### config.mk
export PLATFORM = sky130hd
export DESIGN_NAME = stage_e
export DESIGN_NICKNAME = d
export VERILOG_FILES = /design/src/rtl/combi_pkg.sv /design/src/rtl/stage_e_alu.sv /design/src/rtl/stage_e.sv
export SDC_FILE = /design/constraint.sdc
export NUM_CORES = 1
export LEC_CHECK = 0
export CORE_MARGIN = 5
export CORE_UTILIZATION = 49
export DETAILED_ROUTE_END_ITERATION = 6
export PLACE_DENSITY = 0.82
export RECOVER_POWER = 100
export SLEW_MARGIN = 20
export SYNTH_ARGS = -nofsm -noshare
export SYNTH_HDL_FRONTEND = slang
export SYNTH_SLANG_ARGS = --single-unit
### constraint.sdc
create_clock -name clk -period 14.8 [get_ports clk]
set_input_delay 4.44 -clock clk [delete_from_list [all_inputs] [get_ports clk]]
set_output_delay 4.44 -clock clk [all_outputs]
set_load 0.1 [all_outputs]
### src/rtl/combi_pkg.sv
// Shared types for the combined ARM/RISC-V pipeline: ALU opcodes, ARM
// condition codes, forwarding selects and the D/E pipeline register layout.
package combi_pkg;

  localparam int DATA_W = 32;
  localparam int REG_W  = 5;

  typedef enum logic [2:0] {
    ALU_ADD = 3'b000,
    ALU_SUB = 3'b001,
    ALU_AND = 3'b010,
    ALU_OR  = 3'b011,
    ALU_XOR = 3'b100,
    ALU_SLT = 3'b101
  } alu_op_t;

  typedef enum logic [3:0] {
    COND_EQ = 4'b0000,
    COND_NE = 4'b0001,
    COND_CS = 4'b0010,
    COND_CC = 4'b0011,
    COND_MI = 4'b0100,
    COND_PL = 4'b0101,
    COND_VS = 4'b0110,
    COND_VC = 4'b0111,
    COND_HI = 4'b1000,
    COND_LS = 4'b1001,
    COND_GE = 4'b1010,
    COND_LT = 4'b1011,
    COND_GT = 4'b1100,
    COND_LE = 4'b1101,
    COND_AL = 4'b1110,
    COND_NV = 4'b1111
  } cond_t;

  typedef enum logic [1:0] {
    FWD_REG = 2'b00,
    FWD_W   = 2'b01,
    FWD_M   = 2'b10
  } fwd_sel_t;

  // Everything the decode stage hands to execute, captured as one word.
  typedef struct packed {
    logic [DATA_W-1:0] rd1;
    logic [DATA_W-1:0] rd2;
    logic [DATA_W-1:0] imm;
    logic [DATA_W-1:0] pc;
    logic [DATA_W-1:0] pc_plus4;
    logic [REG_W-1:0]  rd;
    logic [REG_W-1:0]  rs1;
    logic [REG_W-1:0]  rs2;
    logic              reg_write;
    logic              mem_write;
    logic              branch;
    logic              alu_src;
    logic              pc_src;
    logic              jump;
    logic [2:0]        alu_control;
    logic [1:0]        flag_write;
    logic [3:0]        cond;
    logic [1:0]        result_src;
  } de_reg_t;

endpackage

### src/rtl/stage_e_alu.sv
// Execute-stage ALU: add/sub share one 33-bit adder so the carry-out and
// signed overflow fall out of the same sum; logic ops and signed slt report
// C = V = 0.
module alu
  import combi_pkg::*;
(
  input  logic [DATA_W-1:0] a,
  input  logic [DATA_W-1:0] b,
  input  logic [2:0]        alu_control,
  output logic [DATA_W-1:0] result,
  output logic              n,
  output logic              z,
  output logic              c,
  output logic              v
);

  logic                     sub_op;
  logic                     arith;
  logic [DATA_W-1:0]        b_eff;
  logic [DATA_W:0]          sum;
  logic signed [DATA_W-1:0] a_s;
  logic signed [DATA_W-1:0] b_s;
  logic                     lt_signed;

  assign a_s       = a;
  assign b_s       = b;
  assign lt_signed = (a_s < b_s);

  // Subtraction is A + ~B + 1 so that C is the ARM "no borrow" carry.
  assign sub_op = (alu_control == ALU_SUB);
  assign b_eff  = sub_op ? ~b : b;
  assign sum    = {1'b0, a} + {1'b0, b_eff} + {{DATA_W{1'b0}}, sub_op};

  // Result mux; unlisted opcodes produce zero.
  always_comb begin
    result = '0;
    arith  = 1'b0;
    case (alu_control)
      ALU_ADD, ALU_SUB: begin
        result = sum[DATA_W-1:0];
        arith  = 1'b1;
      end
      ALU_AND: result = a & b;
      ALU_OR:  result = a | b;
      ALU_XOR: result = a ^ b;
      ALU_SLT: result = {{(DATA_W-1){1'b0}}, lt_signed};
      default: result = '0;
    endcase
  end

  assign n = result[DATA_W-1];
  assign z = (result == '0);
  assign c = arith & sum[DATA_W];
  // Overflow: both adder inputs share a sign that the sum does not.
  assign v = arith & (a[DATA_W-1] == b_eff[DATA_W-1]) &
             (sum[DATA_W-1] != a[DATA_W-1]);

endmodule

### src/rtl/stage_e.sv
// Execute stage of the combined ARM/RISC-V core. Holds the D/E pipeline
// register, resolves operand forwarding, runs the ALU, decides branches and
// keeps the ARM NZCV flags. Side effects of an ARM instruction are gated by
// its condition check against the flags as they stand while it is in E.
module stage_e
  import combi_pkg::*;
(
  input  logic              clk,
  input  logic              rst,
  input  logic              arm,
  input  logic [31:0]       Rd1D,
  input  logic [31:0]       Rd2D,
  input  logic [31:0]       immextD,
  input  logic [31:0]       PCD,
  input  logic [31:0]       PCPlus4D,
  input  logic [4:0]        RdD,
  input  logic [4:0]        Rs1D,
  input  logic [4:0]        Rs2D,
  input  logic              RegWriteD,
  input  logic              MemWriteD,
  input  logic              BranchD,
  input  logic              ALUSrcD,
  input  logic              PCSrcD,
  input  logic              JumpD,
  input  logic [2:0]        ALUControlD,
  input  logic [1:0]        FlagWriteD,
  input  logic [3:0]        CondD,
  input  logic [1:0]        ResultSrcD,
  input  logic [1:0]        ForwardAE,
  input  logic [1:0]        ForwardBE,
  input  logic [31:0]       ResultW,
  input  logic [31:0]       ALUResultM,
  input  logic              FlushE,
  output logic [31:0]       ALUResultE,
  output logic [31:0]       WriteDataE,
  output logic [31:0]       PCTargetE,
  output logic [31:0]       PCPlus4E,
  output logic [4:0]        RdE,
  output logic [4:0]        Rs1E,
  output logic [4:0]        Rs2E,
  output logic              RegWriteE,
  output logic              MemWriteE,
  output logic              PCSrcE,
  output logic [1:0]        ResultSrcE
);

  de_reg_t           de_in;
  de_reg_t           de_p0;
  logic [3:0]        nzcv;
  logic [DATA_W-1:0] src_a;
  logic [DATA_W-1:0] src_b;
  logic [DATA_W-1:0] write_data;
  logic [DATA_W-1:0] alu_result;
  logic              flag_n;
  logic              flag_z;
  logic              flag_c;
  logic              flag_v;
  logic              cond_ex;

  // ARM condition decode against a packed {N,Z,C,V} word.
  function automatic logic cond_check(input logic [3:0] cond,
                                      input logic [3:0] flags);
    logic fn, fz, fc, fv, ok;
    {fn, fz, fc, fv} = flags;
    case (cond)
      COND_EQ: ok = fz;
      COND_NE: ok = ~fz;
      COND_CS: ok = fc;
      COND_CC: ok = ~fc;
      COND_MI: ok = fn;
      COND_PL: ok = ~fn;
      COND_VS: ok = fv;
      COND_VC: ok = ~fv;
      COND_HI: ok = fc & ~fz;
      COND_LS: ok = ~fc | fz;
      COND_GE: ok = (fn == fv);
      COND_LT: ok = (fn != fv);
      COND_GT: ok = ~fz & (fn == fv);
      COND_LE: ok = fz | (fn != fv);
      COND_AL: ok = 1'b1;
      default: ok = 1'b0;
    endcase
    return ok;
  endfunction

  // Gather the decode-stage fields into the pipeline word.
  always_comb begin
    de_in             = '0;
    de_in.rd1         = Rd1D;
    de_in.rd2         = Rd2D;
    de_in.imm         = immextD;
    de_in.pc          = PCD;
    de_in.pc_plus4    = PCPlus4D;
    de_in.rd          = RdD;
    de_in.rs1         = Rs1D;
    de_in.rs2         = Rs2D;
    de_in.reg_write   = RegWriteD;
    de_in.mem_write   = MemWriteD;
    de_in.branch      = BranchD;
    de_in.alu_src     = ALUSrcD;
    de_in.pc_src      = PCSrcD;
    de_in.jump        = JumpD;
    de_in.alu_control = ALUControlD;
    de_in.flag_write  = FlagWriteD;
    de_in.cond        = CondD;
    de_in.result_src  = ResultSrcD;
  end

  // ---- D/E boundary: load every cycle; reset or flush inserts a bubble ----
  always_ff @(posedge clk) begin
    if (rst || FlushE) begin
      de_p0 <= '0;
    end else begin
      de_p0 <= de_in;
    end
  end

  // Operand A forwarding; the unused 11 code falls back to the register.
  always_comb begin
    src_a = de_p0.rd1;
    case (ForwardAE)
      FWD_W:   src_a = ResultW;
      FWD_M:   src_a = ALUResultM;
      default: src_a = de_p0.rd1;
    endcase
  end

  // Operand B forwarding; this value is also the store data.
  always_comb begin
    write_data = de_p0.rd2;
    case (ForwardBE)
      FWD_W:   write_data = ResultW;
      FWD_M:   write_data = ALUResultM;
      default: write_data = de_p0.rd2;
    endcase
  end

  assign src_b = de_p0.alu_src ? de_p0.imm : write_data;

  alu u_alu (
    .a           (src_a),
    .b           (src_b),
    .alu_control (de_p0.alu_control),
    .result      (alu_result),
    .n           (flag_n),
    .z           (flag_z),
    .c           (flag_c),
    .v           (flag_v)
  );

  // RISC-V has no predication, so every instruction executes.
  assign cond_ex = arm ? cond_check(de_p0.cond, nzcv) : 1'b1;

  // ---- E boundary: flags written by the instruction leaving E; a flush of
  // the incoming slot does not affect this, only reset clears the flags ----
  always_ff @(posedge clk) begin
    if (rst) begin
      nzcv <= 4'b0000;
    end else if (arm && cond_ex) begin
      if (de_p0.flag_write[1]) nzcv[3:2] <= {flag_n, flag_z};
      if (de_p0.flag_write[0]) nzcv[1:0] <= {flag_c, flag_v};
    end
  end

  assign ALUResultE = alu_result;
  assign WriteDataE = write_data;
  assign PCPlus4E   = de_p0.pc_plus4;
  assign RdE        = de_p0.rd;
  assign Rs1E       = de_p0.rs1;
  assign Rs2E       = de_p0.rs2;
  assign ResultSrcE = de_p0.result_src;
  assign RegWriteE  = de_p0.reg_write & cond_ex;
  assign MemWriteE  = de_p0.mem_write & cond_ex;

  // ARM branches compute their target in the ALU; RISC-V uses PC + imm and
  // only resolves beq (branch on zero) plus unconditional jumps here.
  assign PCTargetE = arm ? alu_result : (de_p0.pc + de_p0.imm);
  assign PCSrcE    = arm ? ((de_p0.pc_src | de_p0.branch) & cond_ex)
                         : (de_p0.jump | (de_p0.branch & flag_z));

endmodule

* Word level (Yosys, flattened, before mapping)
Index checks and enable logic that the tools add are counted.
** Operators by class
- Divide/modulo/power cells :: 0
- Reduce and logical (&&, ||, !) cells :: 8
- Bitwise gates (word level) :: 21
- Muxes and demuxes :: 10
- Multipliers :: 0
- Add/subtract/negate cells :: 3
- Equality and inequality tests :: 27
- Order comparisons :: 1
- Shift operators :: 0
** Operator list (count)
- 32-bit case mux with 5 select lines :: 1
- 32-bit case mux with 2 select lines :: 2
- 32-bit two-way mux :: 3
- 32-bit by 32-bit adder with 33-bit output :: 1
- 33-bit by 1-bit adder with 33-bit output :: 1
- 32-bit adder :: 1
- 32-bit bitwise AND :: 1
- 32-bit zero test :: 1
- 32-bit less-than comparator :: 1
- 32-bit inverter :: 1
- 32-bit bitwise OR :: 1
- 32-bit bitwise XOR :: 1
- 4-bit equality test, second input constant :: 7
- 4-bit by 3-bit equality test with 1-bit output, second input constant :: 4
- 1-bit case mux with 15 select lines :: 1
- 1-bit bitwise AND :: 9
- 4-bit by 2-bit equality test with 1-bit output, second input constant :: 2
- 3-bit by 2-bit equality test with 1-bit output, second input constant :: 2
- 3-bit equality test, second input constant :: 2
- 2-bit by 1-bit equality test with 1-bit output, second input constant :: 2
- 2-bit equality test, second input constant :: 2
- 4-bit by 1-bit equality test with 1-bit output, second input constant :: 1
- 4-bit zero test :: 1
- 1-bit inverter :: 4
- 10 further kinds :: 18
** Storage, ports and cells
- ROM bits :: 0
- Latch bits :: 0
- Flip-flop bits (word level) :: 196
- Output and inout bits :: 148
- Memories kept :: 0
- RAM bits :: 0

* Logic depth before layout (Yosys ltp)
Gate-level depths: netlist of the first run.
- Depth in word-level cells :: 12
- Mapped depth :: 22
- Depth with buffers taken out :: 21

* Hierarchy
From an unflattened synthesis of the first run, not the netlist that was laid out.
** Second synthesis, totals
- Cells, all modules :: 1811
- Area total of the unflattened synthesis :: 14834.2 sq um
** Modules (own cells, without submodules)
- stage_e :: area an instance 9810.7 sq um, cells an instance 1122, instances 1, sequential area each 3923.8 sq um
- alu :: area an instance 5023.6 sq um, cells an instance 689, instances 1, sequential area each 0.0 sq um

* Worst setup path after synthesis of the first run
OpenSTA, ideal clock, no wires.
- Path type :: input port to output port
- Start :: input ForwardBE[0]
- End :: output PCSrcE
- Data required time :: 10360 ps
- Setup slack :: -1440 ps
- Cell stages on the path :: 18
- Arrival time :: 11800 ps
- Cells stage by stage :: inv_1 ha_1 buf_6 clkbuf_1 nor2_1 a21oi_1 o21ai_0 xor2_1 ha_1 nor2b_1 o311ai_0 or4_1 nor4_1 nand4b_1 nor4_1 and4b_1 nand4_1 o221ai_1
** On the way
- Word-level cells in the longest chain between the ends :: 12
- Elaborated cells on any way between the ends :: 17
- Classes of those cells :: add/sub: 2; order compare: 1; eq/ne: 2; mux: 5; bitwise: 6; reduce/logical: 1
** Ends and longest elaborated chain
- start: declaration :: RTL line stage_e.sv:30 : input logic [1:0] ForwardBE,
- 2-bit equality test / 2-bit by 1-bit equality test with 1-bit output (equally long branches) :: RTL line stage_e.sv:131 : case (ForwardBE)
- 32-bit case mux with 2 select lines * :: RTL line stage_e.sv:131
- 32-bit two-way mux * :: RTL line stage_e.sv:138 : assign src_b = de_p0.alu_src ? de_p0.imm : write_data;
- 32-bit inverter :: RTL line stage_e_alu.sv:31 : assign b_eff = sub_op ? ~b : b;
- 32-bit two-way mux :: RTL line stage_e_alu.sv:31
- 32-bit by 32-bit adder with 33-bit output :: RTL line stage_e_alu.sv:32 : assign sum = {1'b0, a} + {1'b0, b_eff} + {{DATA_W{1'b0}}, sub_op};
- 33-bit by 1-bit adder with 33-bit output :: RTL line stage_e_alu.sv:32
- 32-bit case mux with 5 select lines * :: RTL line stage_e_alu.sv:38 : case (alu_control)
- via ALUResultE[2] :: RTL line stage_e.sv:34 : output logic [31:0] ALUResultE,
- 32-bit zero test * :: RTL line stage_e_alu.sv:52 : assign z = (result == '0);
- 1-bit bitwise AND * :: RTL line stage_e.sv:179 : : (de_p0.jump | (de_p0.branch & flag_z));
- 1-bit bitwise OR * :: RTL line stage_e.sv:179
- 1-bit two-way mux * :: RTL line stage_e.sv:178 : assign PCSrcE = arm ? ((de_p0.pc_src | de_p0.branch) & cond_ex)
- end: declaration :: RTL line stage_e.sv:43 : output logic PCSrcE,
Mark *: on every way through the listed nets, which the timed path passes. The rest lies on a longest branch.

* Final worst setup path of the first run
- Start :: input ForwardAE[0]
- End :: output PCSrcE
** On the way
- Word-level cells in the longest chain between the ends :: 9
- Elaborated cells on any way between the ends :: 14
- Classes of those cells :: add/sub: 2; order compare: 1; eq/ne: 2; mux: 3; bitwise: 5; reduce/logical: 1
** Ends and longest elaborated chain
- start: declaration :: RTL line stage_e.sv:29 : input logic [1:0] ForwardAE,
- 2-bit equality test / 2-bit by 1-bit equality test with 1-bit output (equally long branches) :: RTL line stage_e.sv:121 : case (ForwardAE)
- 32-bit case mux with 2 select lines * :: RTL line stage_e.sv:121
- 32-bit by 32-bit adder with 33-bit output :: RTL line stage_e_alu.sv:32
- 33-bit by 1-bit adder with 33-bit output :: RTL line stage_e_alu.sv:32
- 32-bit case mux with 5 select lines * :: RTL line stage_e_alu.sv:38
- 32-bit zero test * :: RTL line stage_e_alu.sv:52
- 1-bit bitwise AND * :: RTL line stage_e.sv:179
- 1-bit bitwise OR * :: RTL line stage_e.sv:179
- 1-bit two-way mux * :: RTL line stage_e.sv:178
Mark *: on every way between the ends. The rest lies on a longest branch, timed or not.

==> metrics.txt, run 1 <==
status=finished with violations; failing checks=max-capacitance violations, max-slew violations; Setup Viol. Count Final=0; count leader, synth=and2_1; Final period util=0.9884; multiplexer share of the synthesized area=0.005950; Max Buffers Root-to-Sink=2; initial antenna violation count=4; CTS tree=yes; peak supply drop=91.69 µV; Die ar.=between 30000 and 40000 µm²; WL/cell=~23 µm; Peak Freq=approximately 68 MHz; fin util=0.6797; Clock Skews=around 0.024 ns; cell taking the most area after synthesis=dfxtp_1; htree depth=4; ranking of synthesized cells by area=dfxtp_1 (28%), ha_1 (14%), and2_1 (8.9%); PnR Total Power=between 2 and 2.5 mW; Core ar.=between 20000 and 30000 µm²; Cells after Synth=1785; largest family of logic cells by synthesized area=compound AO/OA/AOI/OAI gates; routed vias=between 10000 and 15000; Post-DRT Antenna Nets=0; R2R setup slack=between 9 and 10 ns; area of the multi-input gates=between 9000 and 10000 µm²; First-pass DRT Iterations=6; relative slew slack=-1.612; crit path capture type=output pin; EDFF count, synth=0; vias in the first global route=between 10000 and 15000; Placer Congestion=1.015; post-synthesis simple-gate area fraction=0.2115; FF/Latch Area=~3900 µm²; XOR/XNOR share of the synthesized area=0.04911; count of cell types in the netlist=between 70 and 80; Post-CTS Hold Buffers=0; power per cell area=between 100 and 150 nW/µm²; worst min path class=flip-flop to flip-flop; Fill cells=between 2000 and 2500; proportion of synthesized chip area in sequential cells=0.2785; Adder-Cell Fraction of Synth Area=0.1467; via-per-instance ratio=5.704; Crit Path Max Fanout=18; Lkg Pwr=about 8.8 nW; total CTS buffers=17; clock latency on the worst-skew pair=0.46 ns; most common library cells after synthesis=and2_1 (201), dfxtp_1 (196), ha_1 (162), nand2_1 (153), inv_1 (133); flops & latches, synth=~200; clk root buf=clkbuf_16; share of cells above drive strength 1=0.09583; gr usage total=0.3434; starting density of the core=0.4935; Netlist Area Pre-Place=14090 µm²; row count=just over 60; Max-Cap Viols=4; Async SR Flop Fraction=0; WS Path Type=primary input to output pin; I/O pins=about 400; clk sinks=around 200; Required @ worst endpoint=a little over 10 ns; final hold viol count=0; yosys warns=0; Final min period=about 15 ns; compound-cell area share of the yosys netlist=0.2213; total grt overflow=0; DRT Wirelength=58.80 mm; largest net degree at the start of global routing=121; Die Y=179.6 µm; worst slew pin tran=~3.9 ns; nets=about 2600; DPL Wire Length=approximately 48 mm; Remaining DRCs=0; startpoint types=primary input; synthesis-to-finish area growth=37.74%; Die W=about 180 µm; Initial DRC Count=about 1600; post-synth top area share=0.2785; syn nets=2213; Buffers on Ports=just over 400; predominant post-synthesis flop cell=dfxtp_1; clock-pin transition on the worst setup and hold timing paths=around 0.08 ns; Final Max Slew Viols=roughly 200; first-pass GRT wire length=86.88 mm; syn_area_per_cell=7.893 µm²; WP data arrival=a little over 10 ns
## layer usage
layer | routed length, µm | GRT usage | up-vias | share of wire
li1 | - | - | 6852 | -
met1 | 24910 | 0.4586 | 6950 | 0.42
met2 | 27160 | 0.5610 | 765 | 0.46
met3 | 5449 | 0.08226 | 79 | 0.093
met4 | 1257 | 0.08778 | 2 | 0.021
met5 | 20 | 0 | - | 0.00034
## area by class of cell
cell class              count  area share
inverters                 134     0.02618
clock buffers              17     0.02192
repair buffers            502      0.2459
well taps                 384     0.02476
diodes                      3   0.0003869
multi-input cells        1317      0.4682
flip-flops and latches    196      0.2023
clock inverters            15     0.01045
## path summary, 6_finish.rpt
path,depth (start not counted),end,from
setup / recovery,19,PCSrcE,ForwardAE[0]
hold / removal,2,nzcv[1]$_SDFFE_PP0P_,nzcv[1]$_SDFFE_PP0P_
hold reg to reg,2,nzcv[1]$_SDFFE_PP0P_,nzcv[1]$_SDFFE_PP0P_
setup reg to reg,21,nzcv[2]$_SDFFE_PP0P_,de_p0[13]$_SDFF_PP0_
## worst max-delay path, stage by stage
cell and delay [ns]:
clkdlybuf4s50_1 0.43, inv_1 0.08, ha_1 0.69, a22oi_1 0.20
o21ai_0 0.65, ha_2 0.47, a21oi_1 0.32, o211ai_1 0.20
nor4_4 0.28, o31ai_4 0.12, xnor2_1 0.21, o221ai_2 0.16
or4_1 0.59, nor4_2 0.28, buf_4 0.16, and4b_1 0.20
nand4_1 0.20, o221ai_2 0.28, buf_12 0.22
## metrics by stage
step	setup slack [ns]	hold slack [ns]	area (µm²)	cells	setup TNS [ns]
finish	0.1719	0.5349	19400	2568	0
global route	-0.06806	0.5720	19400	2567	-0.06806
CTS	0.02525	0.5303	19420	2563	0
detailed placement	0.07666	0.5209	18790	2531	0
global placement	0.03079	0.5035	18790	2531	0
floorplan	-0.05799	0.4654	14120	1785	-0.05799
## flip-flops by register name, summed over array words and instances (netlist names)
name,flops
nzcv,4
RdE,5
ResultSrcE,2
PCPlus4E,32
de_p0,143
Rs2E,5
Rs1E,5
## what timing repair did
action / CTS / global route
gates resized for setup: 0 / 36
buffers inserted: 0 / 2
setup endpoints to repair: 0 / 2
## cells by family (layout without fill, tap and decap cells)
logic type	Yosys count	after routing
AOI/OAI and AO/OA	486	486
xor gates and xnor gates	79	79
adders and majority gates	164	164
buffers and inverters	272	668
DFF	196	196
muxes	8	8
other	0	3
and+or+nand+nor	580	580
## power by group
part	internal [mW]	switching, mW	total [mW]
logic	0.308	0.716	1.02
clock network	0.248	0.255	0.503
registers	0.548	0.0103	0.558
## cells in the final DEF (no fill, tap or decap), drive strengths merged, types with 12 or more instances in the layout
| cell | instances |
|---|---|
| a21o | 30 |
| a21oi | 131 |
| a22oi | 65 |
| and2 | 201 |
| and3 | 12 |
| buf | 124 |
| clkbuf | 48 |
| clkdlybuf4s50 | 262 |
| dfxtp | 196 |
| dlygate4sd3 | 85 |
| ha | 162 |
| inv | 141 |
| nand2 | 153 |
| nand3 | 19 |
| nor2 | 116 |
| nor3 | 16 |
| o211ai | 16 |
| o21ai | 124 |
| o221ai | 19 |
| xnor2 | 23 |
| xor2 | 56 |
No activity file was read; power rests on OpenSTA's default activity.
==> inputs of run 2 (changes only) <==
--- a/config.mk
+++ b/config.mk
@@ -8,6 +8,7 @@
 export CORE_MARGIN = 5
 export CORE_UTILIZATION = 49
 export DETAILED_ROUTE_END_ITERATION = 6
+export MAX_ROUTING_LAYER = met4
 export PLACE_DENSITY = 0.82
 export RECOVER_POWER = 100
 export SLEW_MARGIN = 20
==> run 2 against run 1 <==
  * The flow still finishes with violations (max-capacitance violations, max-slew violations)
  * Via count up 0.29%
  * Clock skew fell by 0.00061 ns
  * Critical path depth grew 6
  * Largest power group unchanged
  * Largest cell class unchanged
  * Non-clock buffer count shrank 9
  * Combinational power about the same
  * Sequential share of layout area rose by 0.25 points
  * Register-to-register slack got worse by 0.18 ns
  * Critical path type unchanged
  * Sequential power is essentially flat
  * Wire length down 0.16%
  * Core utilization fell by 0.83 points
  * Clock-buffer cell count is 1 higher
  * Sequential cell count unchanged
==> metrics.txt, run 2 (same netlist as run 1, synthesis figures left out) <==
worst r2r dst=nzcv[2]$_SDFFE_PP0P_; Core ar.=roughly 29000 µm²; peak supply drop=between 80 and 90 µV; hold_sp=de_p0[7]$_SDFF_PP0_; WHS Path Cells=2; Worst Reg-to-Reg Cells=20; I/O pins=412; share of cells above drive strength 1=0.08471; met3 Use GR=0.07437; clk root buf=clkbuf_16; Peak Freq=between 60 and 70 MHz; largest net degree at the start of global routing=~110; failing checks=max-capacitance violations, max-slew violations; via-per-instance ratio=about 5.7; final hold viol count=0; total CTS buffers=17; largest reg by FF count=de_p0; Max Buffers Root-to-Sink=2; clk sinks=~200; area of placed instances=roughly 19000 µm²; nets=~2600; CP delay by family, top=simple AND/OR/NAND/NOR gates; worst min path class=flip-flop to flip-flop; total grt overflow=0; sequential power share=0.271; PnR Total Power=around 2 mW; Clock Skews=0.02370 ns; power per cell area=roughly 110 nW/µm²; htree depth=4; starting density of the core=0.4935; synthesis-to-finish area growth=36.05%; Final min period=approximately 15 ns; vias in the first global route=~15000; Int Power=1.074 mW; Final period util=0.9884; clock-pin transition on the worst setup and hold timing paths=0.08 ns; unrepaired setup endpoints after global routing=false; Required @ worst endpoint=10.36 ns; WL/cell=around 23 µm; relative slew slack=-1.513; routed vias=between 10000 and 15000; worst slew pin tran=3.770 ns; grt peak-use layer=met2; crit path capture type=output pin; most common cell after layout, fill and taps aside=clkdlybuf4s50_1; clock latency on the worst-skew pair=about 0.46 ns; Die W=~180 µm; Post-CTS Setup Bufs=0; fin util=0.6714; critical path's largest stage delay=around 0.61 ns; gr usage total=0.3550; WS Path Type=primary input to output pin; M1 GR Usage=0.4673; Lkg Pwr=just under 9 nW; row count=just over 60; first-pass GRT wire length=~87 mm; Remaining DRCs=0; Placer Congestion=approximately 1.0; Crit path top cell by count=buf_4; Post-DRT Antenna Nets=0; DPL Wire Length=approximately 47 mm; number of flip-flops in the largest register=around 140; clock share of power=0.241; Max-Cap Viols=4; Finished Cell Area=19170 µm²; WP buf/inv=6; slowest CP cell=or4_1; startpoint types=primary input; commonest non-fill, non-tap cells in the layout=clkdlybuf4s50_1 (262), dfxtp_1 (195), ha_1 (155); Crit Path Max Fanout=10; WP data arrival=between 10 and 15 ns; DRT Wirelength=~59 mm; Sw Share=0.4777; post-route setup TNS=0 ns; worst r2r src=de_p0[8]$_SDFF_PP0_; R2R setup slack=9.12 ns; Final Max Slew Viols=197; Fill cells=2454; initial antenna violation count=3; combinational power share=0.488; met2 Use GR=0.5581; Initial DRC Count=1456; Buffers on Ports=between 400 and 500; area of the multi-input gates=a little over 9000 µm²; status=finished with violations; NetSw=roughly 1000 µW; Setup Viol. Count Final=0; FF/Latch Area=between 3000 and 4000 µm²; Hold Path End=nzcv[2]$_SDFFE_PP0P_; First-pass DRT Iterations=6; Die ar.=between 30000 and 40000 µm²; CTS tree=yes; Die Y=~180 µm; tightest hold margin=0.5596 ns
-- run 2: cell count changes in the layout (fill, tap and decap cells not counted), sizes merged --
cell | previous run | this run
bufinv | 1 | 0
buf | 124 | 94
clkbuf | 48 | 67
dlymetal6s4s | 0 | 1
dlymetal6s2s | 0 | 2
-- run 2: power groups by stage --
stage	sequential [mW]	clock [mW]	combinational, mW
5_1_grt	0.560	0.524	1.04
3_5_place_dp	0.570	0	1.02
2_1_floorplan	0.565	0	0.665
4_1_cts	0.558	0.498	1.03
6_report	0.558	0.495	1.00
3_3_place_gp	0.570	0	1.02
-- run 2: area by class of cell --
class	count	area share
well taps	384	0.02507
flip-flops and latches	196	0.2048
multi-input cells	1317	0.4737
repair buffers	493	0.2377
clock inverters	14	0.008943
diodes	3	0.0003917
inverters	134	0.02650
clock buffers	18	0.02291
-- run 2: worst min-delay path, cell delays in order, from the launching register on --
cell     delay, ns
dfxtp_1       0.31
nand2_1       0.13
o31ai_2       0.07
-- run 2: metal layers --
metal,share of wire,up-vias
li1,-,6829
met1,0.42,7004
met2,0.46,753
met3,0.089,104
met4,0.030,0
met5,0,-
-- run 2: repair_timing --
action / CTS / global route
setup endpoints to repair: 1 / 2
cloned: 0 / 0
hold buffers: 0 / 0
pin swaps: 0 / 1
gates resized for setup: 5 / 32
-- run 2: per-stage QoR --
step,worst slack (ns),std cells
4_1_cts,0.02775,2556
3_5_place_dp,-0.04128,2524
5_1_grt,0.003481,2559
2_1_floorplan,-0.05799,1785
3_3_place_gp,-0.08407,2524
6_report,0.1723,2559
-- run 2: worst max-delay path by stage --
stage | startpoint | to | slack, ns | depth (start not counted)
6_report | ForwardBE[1] | PCSrcE | 0.17 | 25
5_1_grt | ForwardBE[1] | PCSrcE | 0.003 | 24
4_1_cts | ForwardBE[1] | PCSrcE | 0.03 | 25
3_5_place_dp | ForwardBE[1] | PCSrcE | -0.04 | 25
3_3_place_gp | ForwardBE[1] | PCSrcE | -0.08 | 25
2_1_floorplan | ForwardBE[0] | PCSrcE | -0.06 | 21
==> inputs of run 3 (changes only) <==
--- a/config.mk
+++ b/config.mk
@@ -5,6 +5,7 @@
 export SDC_FILE = /design/constraint.sdc
 export NUM_CORES = 1
 export LEC_CHECK = 0
+export ABC_CLOCK_PERIOD_IN_PS = 14800
 export CORE_MARGIN = 5
 export CORE_UTILIZATION = 49
 export DETAILED_ROUTE_END_ITERATION = 6
==> results of run 3 <==
Same layout as run 2: the final DEF is identical, and so are final timing and power.
